`src/rtl/keypad_pkg.sv`:
```
// rtl/keypad_pkg.sv - shared types and constants for the 4x4 keypad scanner
package keypad_pkg;

  typedef enum logic [1:0] {
    SCAN        = 2'd0,
    DEB_PRESS   = 2'd1,
    HELD        = 2'd2,
    DEB_RELEASE = 2'd3
  } scan_state_t;

  function automatic int key_width(input int n_keys);
    return (n_keys > 1) ? $clog2(n_keys) : 1;
  endfunction

  localparam int KEY_W = key_width(16);

  // Board-labelled keys that are not plain digits
  localparam logic [KEY_W-1:0] KEY_STAR = 4'd12;
  localparam logic [KEY_W-1:0] KEY_HASH = 4'd14;

endpackage

```
`src/rtl/sync_2ff.sv`:
```
// rtl/sync_2ff.sv - two-flop synchronizer, resets to all ones (idle keypad level)
module sync_2ff #(
  parameter int WIDTH = 1
) (
  input  logic             clk,
  input  logic             rst,
  input  logic [WIDTH-1:0] d,
  output logic [WIDTH-1:0] q
);

  logic [WIDTH-1:0] meta;

  always_ff @(posedge clk or posedge rst) begin
    if (rst) begin
      meta <= '1;
      q    <= '1;
    end else begin
      meta <= d;
      q    <= meta;
    end
  end

endmodule

```
`src/rtl/keypad_scanner.sv`:
```
// rtl/keypad_scanner.sv - column-scanning 4x4 keypad reader with press/release debounce
// and a valid/ready key-code output.
module keypad_scanner
  import keypad_pkg::*;
#(
  parameter int N_ROWS         = 4,
  parameter int N_COLS         = 4,
  parameter int DEBOUNCE_SCANS = 4,
  localparam int CODE_W        = key_width(N_ROWS * N_COLS),
  localparam int ROW_W         = (N_ROWS > 1) ? $clog2(N_ROWS) : 1,
  localparam int COL_W         = (N_COLS > 1) ? $clog2(N_COLS) : 1
) (
  input  logic              clk,
  input  logic              rst,
  input  logic              scan_tick,
  input  logic [N_ROWS-1:0] row_i,
  output logic [N_COLS-1:0] col_o,
  output logic [CODE_W-1:0] key_code,
  output logic              key_valid,
  input  logic              key_ready,
  output logic              overrun
);

  scan_state_t state_q, state_d;

  logic [N_ROWS-1:0] row_s;
  logic [COL_W-1:0]  col_idx_q;
  logic [ROW_W-1:0]  cand_row_q;
  logic [ROW_W-1:0]  win_row;
  logic [ROW_W-1:0]  load_row;
  logic [3:0]        cnt_q;
  logic [3:0]        cnt_plus;
  logic              cand_low;
  logic              advance, latch, cnt_set, cnt_inc, load;

  sync_2ff #(.WIDTH(N_ROWS)) u_row_sync (
    .clk (clk),
    .rst (rst),
    .d   (row_i),
    .q   (row_s)
  );

  // Lowest-numbered low row wins when several keys share the driven column
  always_comb begin
    win_row = '0;
    for (int r = N_ROWS - 1; r >= 0; r--) begin
      if (!row_s[r]) win_row = ROW_W'(r);
    end
  end

  assign cand_low = !row_s[cand_row_q];
  assign cnt_plus = cnt_q + 4'd1;
  assign load_row = latch ? win_row : cand_row_q;

  always_ff @(posedge clk or posedge rst) begin
    if (rst) state_q <= SCAN;
    else     state_q <= state_d;
  end

  always_comb begin
    state_d = state_q;
    advance = 1'b0;
    latch   = 1'b0;
    cnt_set = 1'b0;
    cnt_inc = 1'b0;
    load    = 1'b0;
    if (scan_tick) begin
      unique case (state_q)
        SCAN: begin
          if (&row_s) begin
            advance = 1'b1;
          end else begin
            latch   = 1'b1;
            cnt_set = 1'b1;
            if (DEBOUNCE_SCANS == 1) begin
              load    = 1'b1;
              state_d = HELD;
            end else begin
              state_d = DEB_PRESS;
            end
          end
        end
        DEB_PRESS: begin
          if (cand_low) begin
            cnt_inc = 1'b1;
            if (cnt_plus == 4'(DEBOUNCE_SCANS)) begin
              load    = 1'b1;
              state_d = HELD;
            end
          end else begin
            advance = 1'b1;
            state_d = SCAN;
          end
        end
        HELD: begin
          if (!cand_low) begin
            cnt_set = 1'b1;
            if (DEBOUNCE_SCANS == 1) begin
              advance = 1'b1;
              state_d = SCAN;
            end else begin
              state_d = DEB_RELEASE;
            end
          end
        end
        DEB_RELEASE: begin
          if (!cand_low) begin
            cnt_inc = 1'b1;
            if (cnt_plus == 4'(DEBOUNCE_SCANS)) begin
              advance = 1'b1;
              state_d = SCAN;
            end
          end else begin
            state_d = HELD;
          end
        end
        default: state_d = SCAN;
      endcase
    end
  end

  always_comb begin
    col_o = ~(N_COLS'(1) << col_idx_q);
  end

  always_ff @(posedge clk or posedge rst) begin
    if (rst) begin
      col_idx_q  <= '0;
      cand_row_q <= '0;
      cnt_q      <= '0;
      key_code   <= '0;
      key_valid  <= 1'b0;
      overrun    <= 1'b0;
    end else begin
      if (advance) begin
        col_idx_q <= (col_idx_q == COL_W'(N_COLS - 1)) ? '0 : col_idx_q + 1'b1;
      end
      if (latch) cand_row_q <= win_row;
      if (cnt_set)      cnt_q <= 4'd1;
      else if (cnt_inc) cnt_q <= cnt_plus;
      // A fresh load beats a same-edge acceptance; only an unaccepted code counts as lost
      if (load) begin
        key_code  <= CODE_W'(int'(load_row) * N_COLS + int'(col_idx_q));
        key_valid <= 1'b1;
        if (key_valid && !key_ready) overrun <= 1'b1;
      end else if (key_valid && key_ready) begin
        key_valid <= 1'b0;
      end
    end
  end

endmodule

```
`config.mk`:
```
export PLATFORM = sky130hd
export DESIGN_NAME = keypad_scanner
export DESIGN_NICKNAME = d
export VERILOG_FILES = /design/src/rtl/keypad_pkg.sv /design/src/rtl/sync_2ff.sv /design/src/rtl/keypad_scanner.sv
export SDC_FILE = /design/constraint.sdc
export NUM_CORES = 1
export LEC_CHECK = 0
export ABC_AREA = 1
export CAP_MARGIN = 0
export CELL_PAD_IN_SITES_DETAIL_PLACEMENT = 1
export CELL_PAD_IN_SITES_GLOBAL_PLACEMENT = 2
export CORE_MARGIN = 2
export CORE_UTILIZATION = 30
export CTS_BUF_LIST = sky130_fd_sc_hd__clkbuf_2 sky130_fd_sc_hd__clkbuf_4 sky130_fd_sc_hd__clkbuf_8
export DETAILED_ROUTE_END_ITERATION = 8
export PLACE_DENSITY_LB_ADDON = 0.1
export REMOVE_ABC_BUFFERS = 1
export SETUP_SLACK_MARGIN = 0.3
export SLEW_MARGIN = 20
export SYNTH_ARGS = -nofsm -noshare
export SYNTH_HDL_FRONTEND = slang
export SYNTH_HIERARCHICAL = 1
export SYNTH_SLANG_ARGS = --single-unit
export TNS_END_PERCENT = 30
```
`constraint.sdc`:
```
create_clock -name clk -period 1.25 [get_ports clk]
set_clock_uncertainty 0.05 [all_clocks]
set_input_delay 0.125 -clock clk [delete_from_list [all_inputs] [get_ports clk]]
set_output_delay 0.125 -clock clk [all_outputs]
set_load 0.01 [all_outputs]
```
* Yosys cells after proc, flatten, opt, wreduce, memory -nomap -nowiden
Cells that the tools add are included.
** Cells by class
- Add/subtract/negate cells :: 3
- $lt $le $gt $ge :: 1
- Equal/unequal tests :: 9
- Shift operators :: 1
- Muxes and demuxes :: 36
- Bitwise gates (word level) :: 1
- Reduce and logical (&&, ||, !) cells :: 9
** Operators by type and width (count)
- 2-bit two-way mux :: 12
- 1-bit two-way mux :: 17
- 4-bit two-way mux :: 2
- 2-bit one-hot mux with 4 select lines :: 1
- 2-bit equality test, second input constant :: 3
- 3-bit inequality test, second input constant :: 2
- 5-bit AND reduction :: 1
- 4-bit by 1-bit adder with 4-bit output, second input constant :: 1
- 4-bit by 2-bit adder with 4-bit output :: 1
- 4-bit by 3-bit equality test with 1-bit output, second input constant :: 1
- 2-bit inequality test, second input constant :: 2
- 4-bit NOT :: 1
- 1-bit one-hot mux with 2 select lines :: 2
- 4-bit AND reduction :: 1
- 2-bit nonzero test :: 2
- 1-bit by 2-bit left shift with 4-bit output, first input constant :: 1
- 2-bit by 3-bit < comparator with 1-bit output, second input constant :: 1
- 1-bit one-hot mux with 3 select lines :: 1
- 2-bit by 1-bit adder with 2-bit output, second input constant :: 1
- 1-bit binary-select mux with 2-bit select :: 1
- 2-bit by 1-bit equality test with 1-bit output, second input constant :: 1
- 1-bit logical AND :: 2
- 2-bit logical NOT :: 1
- 2-bit AND reduction :: 1
- 1-bit logical NOT :: 1
** Word-level totals
- Register bits after elaboration :: 24
- Input port bits :: 8
- Logic and storage cells :: 69

* Depth between registers and ports, before layout
Gate-level depths: netlist (run 1).
- Word-level depth :: 7
- Depth in mapped cells :: 10
- Mapped depth without buffers :: 10

* Cells and area by module
The synthesis (run 1) kept the hierarchy.
** Modules (own cells, without submodules)
- keypad_scanner :: times used 1, cells an instance 124, area an instance 1002.2 um^2, seq. area each 400.4 um^2
- sync_2ff :: times used 1, cells an instance 9, area an instance 214.0 um^2, seq. area each 210.2 um^2

* Worst setup path after synthesis (run 1)
No wires, ideal clock.
- Kind :: register to register
- Start :: reg u_row_sync.q[1]
- End :: reg with a tool-made name
- Arrival time :: 1.134 ns
- Required time :: 1.083 ns
- Path slack :: -0.051 ns
- Cell stages (with the launch flop) :: 8
- Path buffers :: 0
- Path through :: dfstp_2 > nand2_1 > nand3_2 > nand2_4 > a21oi_1 > nand3_1 > nand2_1 > nand2_1
** RTL lines
- from (decl) :: RTL line sync_2ff.sv:8 : output logic [WIDTH-1:0] q
- from (signal assigned) :: RTL line sync_2ff.sv:19 : q <= meta;

==> flow_summary.toml, run 1 <==
[drt]
route.antenna.remaining_nets = 0
avgRoutedWirePerCell_um = 12.4
routed_via_density = 4.49
drt-initial-drc-count = 9
detailroute.via_count = 1042
drt_first_pass_iters = 3
detail_route.wirelength_um = 2870
drt_drc_violations_left = 0

[floorplan]
io_pins = 18
die_width_um = 67.7
coreArea_um2 = 3940
number_of_rows_created_at_floorplan = 23
initial_core_util_pct = 30.8
design.die.area_um2 = 4580
die_height_um = 67.7

[grt]
grt_start_max_net_pins = 17
grt.overflow.total = 0
grt_pass1_wl_um = 4530
antenna_found_initial = 0
grt.total_usage_pct = 13.6
grt_pass1_vias = 1033

[timing]
max_slew_violations = 0
slew_headroom_pct = 79.6
finalHoldViolCount = 0
final.period_utilization_pct = 112
finalWorstSetupSlack_ps = -154
setup_viol = 19
achievable-frequency_mhz = 712
finalCriticalPeriod_ps = 1400
worst_pin_slew_ps = 306
timing.setup.tns_ps = -1960
rsz0062_at_grt = "true"

[status]
status = "finished, violations left"
failed_checks = "setup timing"

[yosys]
syn-cell-area_um2 = 1220
post_synth_fa_ha_maj_area_fraction_pct = 5.14
synthCells = 133
yosys_warnings = 6
synth_top_family_by_area = "simple AND/OR/NAND/NOR gates"
synth_simple_gate_area_share_pct = 28.2
muxShareOfSynthArea_pct = 0
ys_seq_elements = 24
post_synthesis_xor_xnor_area_fraction_pct = 1.44
synthDistinctLibCells = 25
synthesis.area_per_instance_um2 = 9.14
seq_area_frac_synth_pct = 50.2
synth-compound-area-share_pct = 6.28

[critical_path]
required_ps = 1410
setup.worst_path.end_class = "flip-flop"
category_of_the_most_critical_setup_path = "reg2reg"
crit_arrival_ps = 1560
startpoint_type = "flip-flop"
rr_startpoint = "u_row_sync/q[2]$_DFF_PP1_"
crit_path_max_fanout = 3
worstRegToRegCells = 8
worst-r2r-setup-slack_ps = -150

[power_and_ir_drop]
pwr_density_cell_nw_per_um2 = 2160
worst_voltage_drop_across_the_vdd_grid_uv = 616
power.leakage_nw = 0.884
fin_total_pwr_w = 0.00383

[finish]
area_added_between_synthesis_and_finish_pct = 46.1
layout.filler_cells = 453
stdcell_count = 232
proportion_of_layout_cells_with_a_drive_suffix_above_1_pct = 48.9
fin_nets = 196
ff_latch_area_um2 = 612
multi_input_comb_area_um2 = 586
antenna_cells_inserted = 0

[worst_hold_path]
min_path_type = "in2async"

[placed_design]
place_worst_setup_slack_ps = -298
gp_weighted_congestion = 0.737
cell_count_after_placement = 217
place_hpwl_um = 2080
port_buffers = 17

[cts]
clk_pin_slew_worst_paths_ps = 90
clock_latency_ps = 270
cts-root-to-sink-buffers = 2
clock-root-buffer = "clkbuf_8"
cts_max_level = 1
cts_sinks = 24
tritoncts = "built"
cts_inserted_buffers = 3

[job]
max-cap-violations = 0
## sequential cells by signal, summed over array words and instances (netlist names), named ones only
name and cells:
cnt_q 4, u_row_sync/meta 4, overrun 1, state_q 1, key_valid 1, col_idx_q 2
key_code 4, cand_row_q 2, u_row_sync/q 4
## critical path: stages (launching register included)
cell and delay [ps]:
dfstp_2 570, nand2_1 110, nor2_4 180, nand2_2 100, nand2_1 90, a21oi_2 60
nand3_1 90, nand2_1 50, nand2_1 50
## per-layer routing
metal  GRT usage (%)  vias up  routed length [um]
li1                -      512                   -
met1            14.4      507                1180
met2            26.0       18                1560
met3            2.00        5                  83
met4            6.12        0                  48
met5               0        -                   0
## metrics by stage
| stage | instance area, um^2 | hold slack (ps) | utilization (%) |
|---|---|---|---|
| after floorplan | 1200 | -11.3 | - |
| after global placement | 1570 | 295 | 39.9 |
| after detailed placement | 1570 | 297 | 39.9 |
| after CTS | 1700 | 148 | 43.2 |
| after global routing | 1780 | 158 | 45.1 |
| final | 1780 | 136 | 45.1 |
## Yosys cell counts
cell	n	area share (%)
nor2_4	1	0.93
nand3_1	13	5.3
ha_1	5	5.1
dfrtp_1	16	33
o21ai_1	3	1.2
inv_2	3	0.93
a21oi_1	2	0.82
buf_6	1	0.93
xor2_1	2	1.4
nand2_1	32	9.9
nand3_4	1	1.4
nand4_1	1	0.51
a21oi_2	1	0.72
o31ai_2	1	1.0
dfstp_2	8	17
o21ai_2	1	0.72
inv_1	20	6.2
o22ai_1	1	0.51
nand3_2	3	2.5
nor2_1	4	1.2
clkinv_4	1	0.72
o21ai_0	3	1.2
nand2_4	3	2.8
nand2_2	3	1.5
nor2_2	4	2.1
## report_power, final
group,internal [W],switching [W]
clock network,0.000428,0.000264
registers,0.000981,0.000166
logic,0.000946,0.00105
## logic make-up (layout without fill, tap and decap cells)
family	Yosys count	after routing
AO/OA/AOI/OAI	12	12
XOR/XNOR	2	2
flip-flops	24	24
adder cells (fa/ha/maj)	5	5
AND/OR/NAND/NOR	65	66
buffers and inverters	25	73
## layout by cell type (no fill, tap or decap), types with 4 or more instances in the layout
master           instances
nand2_1                 25
buf_4                   25
inv_1                   17
dfrtp_1                 15
nand3_1                 12
nand2_2                  9
buf_2                    9
dfstp_2                  8
clkdlybuf4s50_1          7
inv_2                    5
o21ai_1                  5
nand2_4                  4
ha_1                     4
buf_6                    4
## layout make-up
type                    count  area share, %
multi-input cells          85           33.0
well taps                  50           3.52
clock inverters             1           1.69
clock buffers               3           2.32
repair buffers             45           19.6
flip-flops and latches     24           34.4
inverters                  24           5.49
## how the worst max path moves through the flow
stage                                    startpoint                      end  depth (start not counted)
after floorplan           u_row_sync/q[1]$_DFF_PP1_                flip-flop                          7
after global placement                    scan_tick  key_code[2]$_DFFE_PP0P_                          6
after detailed placement                  scan_tick      overrun$_DFFE_PP0P_                          5
after CTS                 u_row_sync/q[2]$_DFF_PP1_     cnt_q[0]$_DFFE_PP0P_                          9
after global routing        cand_row_q[0]$_DFF_PP0_      overrun$_DFFE_PP0P_                          7
final                     u_row_sync/q[2]$_DFF_PP1_                flip-flop                          8
## repair_timing
item                                    in CTS  in global routing
gates cloned                                 0                  1
pin swaps                                    4                  6
hold endpoints to repair                     0                  0
buffers inserted                             7                  3
endpoints found under the setup margin      26                 26
gates resized for setup                     58                 11
hold buffers                                 0                  0
No activity file was read; power rests on OpenSTA's default activity.
==> run 2: changes to the inputs <==
--- a/config.mk
+++ b/config.mk
@@ -13,7 +13,8 @@
 export CORE_UTILIZATION = 30
 export CTS_BUF_LIST = sky130_fd_sc_hd__clkbuf_2 sky130_fd_sc_hd__clkbuf_4 sky130_fd_sc_hd__clkbuf_8
 export DETAILED_ROUTE_END_ITERATION = 8
-export PLACE_DENSITY_LB_ADDON = 0.1
+export GPL_TIMING_DRIVEN = 0
+export PLACE_DENSITY = 0.83
 export REMOVE_ABC_BUFFERS = 1
 export SETUP_SLACK_MARGIN = 0.3
 export SLEW_MARGIN = 20
==> constraint.sdc (replaced) <==
create_clock -name clk -period 1.25 [get_ports clk]
set_clock_uncertainty 0.05 [all_clocks]
set_input_delay 0.25 -clock clk [delete_from_list [all_inputs] [get_ports clk]]
set_output_delay 0.25 -clock clk [all_outputs]
set_load 0.01 [all_outputs]
==> run 2 against run 1 <==
Largest power group unchanged. Power rose by 2.6%. Via count fell by 0.96%. Critical path depth is 4 lower. Sequential share of layout area hardly changed. The run still ends with setup timing left. Clock power hardly changed. Design area grew 0.49%. Setup slack worse by 44 ps. Critical path type is now reg2out. Flip-flop and latch count did not move. Clock-buffer cell count is the same. First-iteration DRC count up 11%. Cell count is 5.6% lower. Register-to-register slack about the same.
==> flow_summary.toml, run 2 (same netlist as run 1, synthesis figures left out) <==
[status]
status = "finished, violations left"
failed_checks = "setup timing"

[drt]
route.antenna.remaining_nets = 0
detailroute.via_count = 1032
drt_drc_violations_left = 0
drt_first_pass_iters = 2
drt-initial-drc-count = 10
detail_route.wirelength_um = 2890
avgRoutedWirePerCell_um = 13.2
routed_via_density = 4.71

[finish]
layout.core_utilization_pct = 45.3
mostFrequentLayoutCells = "nand2_1, nand2_2, dfrtp_1, inv_1, nand3_1"
area_added_between_synthesis_and_finish_pct = 46.8
final_common_cell = "nand2_1"
proportion_of_layout_cells_with_a_drive_suffix_above_1_pct = 54.4
fin_nets = 183
antenna_cells_inserted = 0

[critical_path]
cp_top_delay_family = "flip-flops"
worstPathBufferInverterCount = 3
startpoint_type = "flip-flop"
critical_path.most_common_cell = "buf_6"
crit_path_max_fanout = 3
cp_cell_sequence = "buf_6 -> ha_4 -> inv_2 -> buf_6"
setup.worst_path.end_class = "output port"
crit_path_max_incr_delay_ps = 460
critical_path.slowest_cell = "dfrtp_2"
crit_arrival_ps = 1150
category_of_the_most_critical_setup_path = "reg2out"
required_ps = 950

[grt]
grt_pass1_wl_um = 4920
grt_start_max_net_pins = 17
antenna_found_initial = 0
grt.overflow.total = 0
grt.total_usage_pct = 14.9
grt_pass1_vias = 1119

[timing]
finalCriticalPeriod_ps = 1450
worst_pin_slew_ps = 436
final.period_utilization_pct = 116
slew_headroom_pct = 70.9
rsz0062_at_grt = "true"
max_slew_violations = 0
finalWorstSetupSlack_ps = -198
min_hold_slack_ps = 283
achievable-frequency_mhz = 691
finalHoldViolCount = 0
setup_viol = 18

[cts]
cts_sinks = 24
clk_pin_slew_worst_paths_ps = 90
cts-root-to-sink-buffers = 2
cts_inserted_buffers = 3
clock-root-buffer = "clkbuf_8"
clock_latency_ps = 270
cts_max_level = 1
tritoncts = "built"

[power_and_ir_drop]
power.leakage_nw = 0.827
pwr_density_cell_nw_per_um2 = 2200
worst_voltage_drop_across_the_vdd_grid_uv = 614

[floorplan]
initial_core_util_pct = 30.8
io_pins = 18
number_of_rows_created_at_floorplan = 23
coreArea_um2 = 3940
die_height_um = 67.7
die_width_um = 67.7
design.die.area_um2 = 4580

[worst_hold_path]
min_path_type = "in2async"

[placed_design]
place_hpwl_um = 1820
gp_weighted_congestion = 0.815
port_buffers = 17

[job]
max-cap-violations = 0
-- run 2: cell types whose count changed in the layout (fill, tap and decap cells not counted), sizes merged --
| cell | before | now |
|---|---|---|
| clkdlybuf4s50 | 7 | 6 |
| inv | 23 | 22 |
| clkinvlp | 0 | 1 |
| dlygate4sd2 | 0 | 1 |
| buf | 38 | 25 |
-- run 2: routing by layer --
| metal | vias up | global-route usage (%) | wire length [um] |
|---|---|---|---|
| met2 | 23 | 27.9 | 1520 |
| met5 | - | 0 | 0 |
| met1 | 513 | 15.2 | 1170 |
| met4 | 0 | 7.65 | 69 |
| met3 | 7 | 3.17 | 119 |
| li1 | 489 | - | - |
-- run 2: worst reg2reg max path, cell delays in order (launching register included) --
cell,delay [ps]
dfstp_2,570
nand2_2,70
nand3_4,110
nand2_4,90
nand2_4,70
nand2_4,60
nand2_4,100
clkinv_4,80
nand3_1,70
nand2_1,50
-- run 2: stage by stage --
step	setup WS, ps	instances	setup TNS (ps)	total power (W)	cell area (um^2)
2_1_floorplan	-51.1	132	-245	0.00206	1200
3_3_place_gp	-516	199	-7620	0.00246	1440
3_5_place_dp	-541	199	-8190	0.00253	1440
4_1_cts	-200	216	-2360	0.00379	1720
5_1_grt	-252	219	-3640	0.00424	1790
6_report	-198	219	-2180	0.00393	1790
-- run 2: worst paths after layout --
| path | from | endpoint | slack, ps | cells after the start |
|---|---|---|---|---|
| min in group clk | u_row_sync/meta[3]$_DFF_PP1_ | u_row_sync/q[3]$_DFF_PP1_ | 310 | 0 |
| max in group asynchronous | rst | col_idx_q[0]$_DFFE_PP0P_ | 600 | 2 |
| worst min register to register | u_row_sync/meta[3]$_DFF_PP1_ | u_row_sync/q[3]$_DFF_PP1_ | 310 | 0 |
| worst max register to register | u_row_sync/q[0]$_DFF_PP1_ | cnt_q[3]$_DFFE_PP0P_ | -160 | 9 |
| worst max-delay path | col_idx_q[0]$_DFFE_PP0P_ | col_o[1] | -200 | 4 |
| worst min-delay path | rst | cand_row_q[0]$_DFF_PP0_ | 280 | 2 |
-- run 2: repair_timing --
action,in CTS,in global routing
setup endpoints to repair,26,26
hold buffers,0,0
setup buffers,12,3
pin swaps,7,11
gates cloned,1,0
resized for setup,86,13
-- run 2: power by group --
| part | switching (W) | internal (W) |
|---|---|---|
| clock | 0.000263 | 0.000429 |
| sequential | 0.000226 | 0.000987 |
| combinational | 0.00109 | 0.000940 |
| total | 0.00157 | 0.00236 |
-- run 2: cell type report --
cell class	count	area, um^2
Inverter	24	109
Fill cell	453	2160
Sequential cell	24	614
Clock buffer	3	41.3
Timing Repair Buffer	32	278
Tap cell	50	62.6
Clock inverter	1	30.0
Multi-Input combinational cell	85	651
==> run 3: changes to the inputs <==
--- a/config.mk
+++ b/config.mk
@@ -6,7 +6,7 @@
 export NUM_CORES = 1
 export LEC_CHECK = 0
 export ABC_AREA = 1
-export CAP_MARGIN = 0
+export CAP_MARGIN = 20
 export CELL_PAD_IN_SITES_DETAIL_PLACEMENT = 1
 export CELL_PAD_IN_SITES_GLOBAL_PLACEMENT = 2
 export CORE_MARGIN = 2
@@ -17,7 +17,7 @@
 export PLACE_DENSITY = 0.83
 export REMOVE_ABC_BUFFERS = 1
 export SETUP_SLACK_MARGIN = 0.3
-export SLEW_MARGIN = 20
+export SLEW_MARGIN = 40
 export SYNTH_ARGS = -nofsm -noshare
 export SYNTH_HDL_FRONTEND = slang
 export SYNTH_HIERARCHICAL = 1
==> results of run 3 <==
The final DEF is identical to that of run 2; final timing and power are the same.
